--- config.mk ---
export PLATFORM = sky130hd
export DESIGN_NAME = ac97_pcm_unpacker
export DESIGN_NICKNAME = d
export VERILOG_FILES = /design/src/rtl/ac97_pcm_unpacker_pkg.sv /design/src/rtl/ac97_pcm_unpacker_sample_fmt.sv /design/src/rtl/ac97_pcm_unpacker.sv
export SDC_FILE = /design/constraint.sdc
export NUM_CORES = 1
export LEC_CHECK = 0
export ABC_AREA = 0
export CAP_MARGIN = 20
export CORE_MARGIN = 2
export CORE_UTILIZATION = 41
export CTS_CLUSTER_DIAMETER = 120
export DETAILED_ROUTE_END_ITERATION = 8
export MAX_ROUTING_LAYER = met4
export PLACE_DENSITY = 0.86
export SYNTH_ARGS = -nofsm -noshare
export SYNTH_HDL_FRONTEND = slang
export SYNTH_SLANG_ARGS = --single-unit
--- constraint.sdc ---
create_clock -name ac97_bitclk -period 3.66 [get_ports ac97_bitclk]
set_clock_uncertainty 0.2 [all_clocks]
set_input_delay 0.366 -clock ac97_bitclk [delete_from_list [all_inputs] [get_ports ac97_bitclk]]
set_output_delay 0.366 -clock ac97_bitclk [all_outputs]
set_load 0.1 [all_outputs]
--- src/rtl/ac97_pcm_unpacker_pkg.sv ---
// ac97_pcm_unpacker_pkg: shared AC-link slot constants and legal PCM sample widths
package ac97_pcm_unpacker_pkg;
  localparam int AC97_SLOT_W = 20;
  localparam int PCM_L = 3;
  localparam int PCM_R = 4;
  typedef enum int {SB_8 = 8, SB_16 = 16, SB_32 = 32} sample_bits_e;
endpackage

--- src/rtl/ac97_pcm_unpacker_sample_fmt.sv ---
// ac97_sample_fmt: combinational packed-sample to 20-bit slot formatter (ports: sample in, slot out)
module ac97_sample_fmt
  import ac97_pcm_unpacker_pkg::*;
#(
  parameter int SAMPLE_BITS = 16,
  parameter int SIGNED_8 = 0
) (
  input  logic [SAMPLE_BITS-1:0] sample,
  output logic [AC97_SLOT_W-1:0] slot
);
  if (SAMPLE_BITS == SB_8) begin : g_8
    // unsigned 8-bit PCM is offset binary; flipping the MSB yields two's complement
    assign slot = {(SIGNED_8 != 0) ? sample[7] : ~sample[7], sample[6:0], 12'b0};
  end else if (SAMPLE_BITS == SB_32) begin : g_32
    assign slot = sample[31:12];
  end else begin : g_16
    assign slot = {sample, 4'b0};
  end
endmodule

--- src/rtl/ac97_pcm_unpacker.sv ---
// ac97_pcm_unpacker: unpacks DMA FIFO words into per-frame PCM slot 3/4 data.
// Ports: ac97_bitclk/ac97_reset_b clock and async active-low reset; ac97_strobe frame pulse;
// enable playback; flush drops rest of word; fifo_data/fifo_empty FWFT FIFO head; fifo_pop;
// slot3/slot3_valid and slot4/slot4_valid registered slot outputs.
// Optional macro AC97_UNPACK_UNDERRUN_CNT_EN adds saturating underrun_count[15:0].
module ac97_pcm_unpacker
  import ac97_pcm_unpacker_pkg::*;
#(
  parameter int DATA_WIDTH = 64,
  parameter int SAMPLE_BITS = 16,
  parameter int NUM_CH = 2,
  parameter int SIGNED_8 = 0
) (
  input  logic                   ac97_bitclk,
  input  logic                   ac97_reset_b,
  input  logic                   ac97_strobe,
  input  logic                   enable,
  input  logic                   flush,
  input  logic [DATA_WIDTH-1:0]  fifo_data,
  input  logic                   fifo_empty,
  output logic                   fifo_pop,
  output logic [AC97_SLOT_W-1:0] slot3,
  output logic                   slot3_valid,
  output logic [AC97_SLOT_W-1:0] slot4,
  output logic                   slot4_valid
`ifdef AC97_UNPACK_UNDERRUN_CNT_EN
  ,
  output logic [15:0]            underrun_count
`endif
);
  localparam int SPW = DATA_WIDTH / SAMPLE_BITS;
  localparam int FPW = SPW / NUM_CH;
  localparam int IW = FPW > 1 ? $clog2(FPW) : 1;
  logic [FPW-1:0][NUM_CH-1:0][SAMPLE_BITS-1:0] frames;
  logic [IW-1:0] idx;
  logic [AC97_SLOT_W-1:0] fmt_l, fmt_r;
  logic last, emit;
  // little-endian packing: frame f, channel c sits at sample f*NUM_CH+c
  assign frames = fifo_data;
  assign last = idx == IW'(FPW - 1);
  assign emit = ac97_strobe & enable & ~fifo_empty & ~flush;
  // flush discards a partially consumed word only; an untouched word stays queued
  assign fifo_pop = flush ? (idx != '0) & ~fifo_empty : emit & last;
  ac97_sample_fmt #(.SAMPLE_BITS(SAMPLE_BITS), .SIGNED_8(SIGNED_8)) u_fmt_l (
    .sample(frames[idx][0]),
    .slot  (fmt_l)
  );
  if (NUM_CH > 1) begin : g_stereo
    ac97_sample_fmt #(.SAMPLE_BITS(SAMPLE_BITS), .SIGNED_8(SIGNED_8)) u_fmt_r (
      .sample(frames[idx][NUM_CH-1]),
      .slot  (fmt_r)
    );
  end else begin : g_mono
    assign fmt_r = fmt_l;
  end
  always_ff @(posedge ac97_bitclk or negedge ac97_reset_b) begin
    if (!ac97_reset_b) begin
      idx <= '0;
      slot3 <= '0;
      slot4 <= '0;
      slot3_valid <= 1'b0;
      slot4_valid <= 1'b0;
    end else begin
      if (flush) idx <= '0;
      else if (emit) idx <= last ? '0 : idx + 1'b1;
      if (emit) begin
        slot3 <= fmt_l;
        slot4 <= fmt_r;
      end
      if (ac97_strobe) begin
        slot3_valid <= emit;
        slot4_valid <= emit;
      end
    end
  end
`ifdef AC97_UNPACK_UNDERRUN_CNT_EN
  always_ff @(posedge ac97_bitclk or negedge ac97_reset_b) begin
    if (!ac97_reset_b) underrun_count <= '0;
    else if (ac97_strobe & enable & fifo_empty & ~flush & (underrun_count != 16'hFFFF))
      underrun_count <= underrun_count + 16'd1;
  end
`endif
endmodule

Word-level counts from Yosys, hierarchy flattened
Cells that the tools add are included.
{ "word_totals": {"register_bits": 34} }
{ "op_classes": {"magnitude_cmp": 1, "bitwise": 7, "n_reduce_logical": 1, "muxes": 6, "addsub": 1} }
{ "op_table": {"columns": ["op", "count"], "rows": [
  ["2-to-1 mux 32 bit", 2],
  ["AND 1 bit", 5],
  ["2-to-1 mux 1 bit", 4],
  ["less-than comparator 1 x 2 -> 1 bit, second input constant", 1],
  ["NOT 1 bit", 2],
  ["nonzero test 2 bit", 1],
  ["adder 1 bit, second input constant", 1]
]} }

Depth between registers and ports, before layout
{ "logic_depth": {"depth_word": 5, "ltp_mapped": 4, "ltp_nobuf": 2} }

By module
Synthesis repeated with hierarchy kept, for this count alone.
{ "hier_totals": {"cells_unflattened": 175, "hier_area_um2": 2502.4} }
{ "modules_own_cells": {"columns": ["mod", "n_inst", "area_each_um2", "seq_area_each_um2", "cells_per_inst"], "rows": [
  ["ac97_pcm_unpacker", 1, 2194.6, 1051.0, 133],
  ["ac97_sample_fmt", 2, 153.9, 0.0, 21]
]} }

Worst setup path before layout
OpenSTA, ideal clock, no wires.
{ "synth_path": {"path_kind": "flip-flop to output port", "start": "register idx", "end": "output fifo_pop", "t_required_ps": 3094, "path_stages_with_launch": 4, "arrival_time_ps": 2779, "setup_slack_ps": 315, "path_buffers": 2, "cell_sequence": "dfrtp_1 buf_6 buf_6 nor3b_1"} }
{ "synth_via": {"elab_chain_len": 2, "word_cells_on_any_way": 3, "classes_between": "1 x mux; 2 x bitwise"} }
{ "synth_rtl": {"columns": ["item", "line", "rtl"], "rows": [
  ["start: declaration", "ac97_pcm_unpacker.sv:35", "logic [IW-1:0] idx;"],
  ["start signal: assignment", "ac97_pcm_unpacker.sv:65", "else if (emit) idx <= last ? '0 : idx + 1'b1;"],
  ["AND 1 bit", "ac97_pcm_unpacker.sv:43", "assign fifo_pop = flush ? (idx != '0) & ~fifo_empty : emit & last;"],
  ["2-to-1 mux 1 bit (*)", "ac97_pcm_unpacker.sv:43", null],
  ["end: declaration", "ac97_pcm_unpacker.sv:21", "output logic fifo_pop,"]
]} }
Mark *: on every way between the ends. The rest lies on a longest branch, timed or not.

==> key figures <==
Timing
  • Worst hold slack after final layout: 0.308 ns
  • Number of max-slew violations in the final report: 0
  • Count of final hold-check violations: 0
  • Final-report setup violation count: 0
  • Time the final worst path needs with I/O delays and setup: 2.36 ns
  • Final worst-path cycle share: 64.5%
  • Slew of the pin with the lowest slew margin: 0.994 ns
  • Accumulated negative setup slack: 0 ns
  • Top achievable clock speed: 424 MHz
  • Slew Limit Headroom: 33.6%
  • RSZ-0062 raised after global routing: no

Floorplan
  • Core Area: 4440 µm²
  • Horizontal die dimension: 72.6 µm
  • Number of core rows: 24
  • Top-level I/O count: 113
  • Effective utilization at floorplan: 43.4%
  • Chip height: 72.6 µm
  • Die ar.: 5270 µm²

Yosys
  • Post-synthesis cell type with the largest combined area: sky130_fd_sc_hd__dfrtp_1
  • Flip-flop and latch count after synthesis: 34
  • Synth unique cells: 15
  • Syn Std Cell Area: 1930 µm²
  • Biggest area contributors in the synthesized netlist: sky130_fd_sc_hd__dfrtp_1 44%, sky130_fd_sc_hd__mux2_4 23%, sky130_fd_sc_hd__mux2_2 20%, sky130_fd_sc_hd__buf_4 3.9%, sky130_fd_sc_hd__buf_12 3.1%
  • Cell count after synthesis: 125
  • Sequential cell area fraction in the yosys report: 44.1%
  • Mean instance size in the synthesized netlist: 15.4 µm²
  • Yosys warns: 0
  • Portion of synthesized cell area occupied by the leading cell type: 44.1%

Drt
  • DR vias: 1324
  • Residual DRC count: 0
  • WL final: 4010 µm
  • Top sig layer: met4
  • Average wire per cell in the routed design: 14.3 µm
  • Count of routing violations after the opening detailed-route iteration: 54
  • Antenna violation net count after detailed routing: 0
  • Iteration count of the initial detailed-routing pass: 2
  • Length of routed wiring on met1: 1720 µm
  • Via count normalized by instance count: 4.73
  • Met2 wirelength from detailed routing: 1960 µm
  • Detail Route met3 WL: 293 µm

Global route
  • Global-route wire length before repair: 6630 µm
  • Overall fraction of global-route tracks in use: 16.9%
  • Leftover overflow at the end of global routing: 0
  • Number of antenna violations at the first check in global routing: 0
  • Via count of the first global-routing pass: 1482
  • Pin count of the biggest net entering global routing: 35

Finish
  • P&R area growth vs syn: 55.3%
  • Count of nets after finishing: 299
  • FILL cells: 342
  • Share of cells above drive strength 1: 33.3%
  • Finished Core Util: 67.4%
  • Antenna diodes: 0

Run
  • Max-Cap Viols: 0

Power and ir drop
  • Largest vdd supply drop: 0.347 mV
  • Static power due to leakage: 1.26 nW
  • PwrDens: 638 nW/µm²

Placed design
  • HPWL after detailed placement: 3060 µm
  • Total of buffers placed on input and output ports: 104
  • Placer Congestion: 0.685

Clocking
  • Clock sinks: 34
  • Clock-pin slew of the registers on the worst-case setup and hold paths: 0.06 ns
  • Cell chosen for the clock root: sky130_fd_sc_hd__clkbuf_8
  • Number of buffers inserted by post-CTS setup repair: 0
  • TritonCTS buffer count: 5
  • CTS Buffer Depth: 2
  • Clock tree from TritonCTS: built
  • Later-pin clock latency in the skew report: 0.27 ns
  • Total number of H-tree levels: 2

Critical path
  • Crit path max-delay family: buffers and inverters
  • Crit-path max cell delay: 1.15 ns
  • Startpoint of the most critical setup path: slot4_valid
  • Required @ worst endpoint: 3.09 ns
  • Buf+Inv Stages, Crit Path: 1
  • Launching point of the worst reg2reg path: idx
  • Sort of element at the end of the critical path: primary output
  • Largest driver fanout on the critical path: 3
  • Cell at the slowest stage of the critical path: sky130_fd_sc_hd__clkdlybuf4s50_1
  • Crit Path Category: flip-flop to primary output
  • Cells along the critical path: clkdlybuf4s50_1
  • Data arrival at the endpoint of the critical path: 1.79 ns
  • Kind of start point of the critical path: flip-flop

Min path
  • Hold crit path type: flip-flop to flip-flop
  • Start point of the worst min-delay path: slot3[6]

Outcome
  • Result of the run: complete, no violations
## power breakdown
group          total (mW)  internal, mW  switching (mW)
combinational        1.14         0.344           0.794
clock               0.258         0.145           0.113
sequential          0.516         0.463          0.0521
total                1.91         0.952           0.959
## cell type report
class,instances,area (µm²),area share (%)
sequential,34,851,28.4
inverter,1,3.75,0.125
clock buffer,6,82.6,2.76
tap,52,65.1,2.17
timing repair buffer,107,1060,35.3
multi-input combinational,80,936,31.2
## cells in the final DEF (no fill, tap or decap)
master,instances
sky130_fd_sc_hd__clkdlybuf4s50_1,102
sky130_fd_sc_hd__mux2_2,35
sky130_fd_sc_hd__dfrtp_1,34
sky130_fd_sc_hd__mux2_4,30
sky130_fd_sc_hd__conb_1,8
sky130_fd_sc_hd__clkbuf_8,6
sky130_fd_sc_hd__buf_4,3
sky130_fd_sc_hd__a21oi_1,1
sky130_fd_sc_hd__nor3b_1,1
sky130_fd_sc_hd__nor4bb_4,1
sky130_fd_sc_hd__nor2_1,1
sky130_fd_sc_hd__nor2b_1,1
sky130_fd_sc_hd__nand3b_1,1
sky130_fd_sc_hd__inv_1,1
sky130_fd_sc_hd__o22ai_1,1
sky130_fd_sc_hd__dlygate4sd3_1,1
sky130_fd_sc_hd__buf_2,1
## metrics by stage
| stage | std cells | area, µm² | worst slack [ns] | power, mW |
|---|---|---|---|---|
| after floorplan | 132 | 1960 | 0.315 | 1.38 |
| after global placement | 273 | 2900 | 1.28 | 1.65 |
| after detailed placement | 273 | 2900 | 1.23 | 1.66 |
| after CTS | 280 | 3000 | 1.28 | 1.93 |
| after global routing | 280 | 3000 | 1.26 | 1.98 |
| final | 280 | 3000 | 1.30 | 1.91 |
## cell usage after synthesis
cell                       instances
sky130_fd_sc_hd__a21oi_1           1
sky130_fd_sc_hd__buf_12            3
sky130_fd_sc_hd__buf_4            10
sky130_fd_sc_hd__buf_6             4
sky130_fd_sc_hd__conb_1            1
sky130_fd_sc_hd__dfrtp_1          34
sky130_fd_sc_hd__inv_1             1
sky130_fd_sc_hd__mux2_2           35
sky130_fd_sc_hd__mux2_4           30
sky130_fd_sc_hd__nand3b_1          1
sky130_fd_sc_hd__nor2_1            1
sky130_fd_sc_hd__nor2b_1           1
sky130_fd_sc_hd__nor3b_1           1
sky130_fd_sc_hd__nor4bb_1          1
sky130_fd_sc_hd__o22ai_1           1
## layer usage
| metal | global-route usage (%) | up-vias |
|---|---|---|
| li1 | - | 630 |
| met1 | 20.2 | 625 |
| met2 | 28.1 | 65 |
| met3 | 4.56 | 4 |
| met4 | 4.94 | 0 |
| met5 | - | - |
## sequential cells by signal (all words and copies together), names as in the netlist
register	count
slot4	16
idx	1
slot3	16
slot4_valid	1
## cell families (layout without fill, tap and decap cells)
logic type             Yosys count  in the layout  share of synthesized area (%)
multiplexers                    65             65                           43.8
AND/OR/NAND/NOR                  5              5                           1.82
AO/OA/AOI/OAI                    2              2                          0.584
other                            1              8                          0.194
buffers and inverters           18            114                           9.53
flip-flops                      34             34                           44.1
## final timing paths
check / endpoint / cells after the start / slack (ns)
worst max register to register: slot3[19] / 3 / 1.56
worst min-delay path: slot3[6] / 1 / 0.31
max in group asynchronous: slot4[14] / 2 / 2.30
worst max-delay path: slot3_valid / 1 / 1.30
worst min register to register: slot3[6] / 1 / 0.31
min in group asynchronous: slot3[18] / 2 / 0.49
## what timing repair did
item / 4_1_cts / 5_1_grt
gates resized for setup: 0 / 0
hold buffers: 1 / 0
endpoints found under the hold margin: 34 / 0
setup endpoints to repair: 0 / 0
No activity file was read; power rests on OpenSTA's default activity.
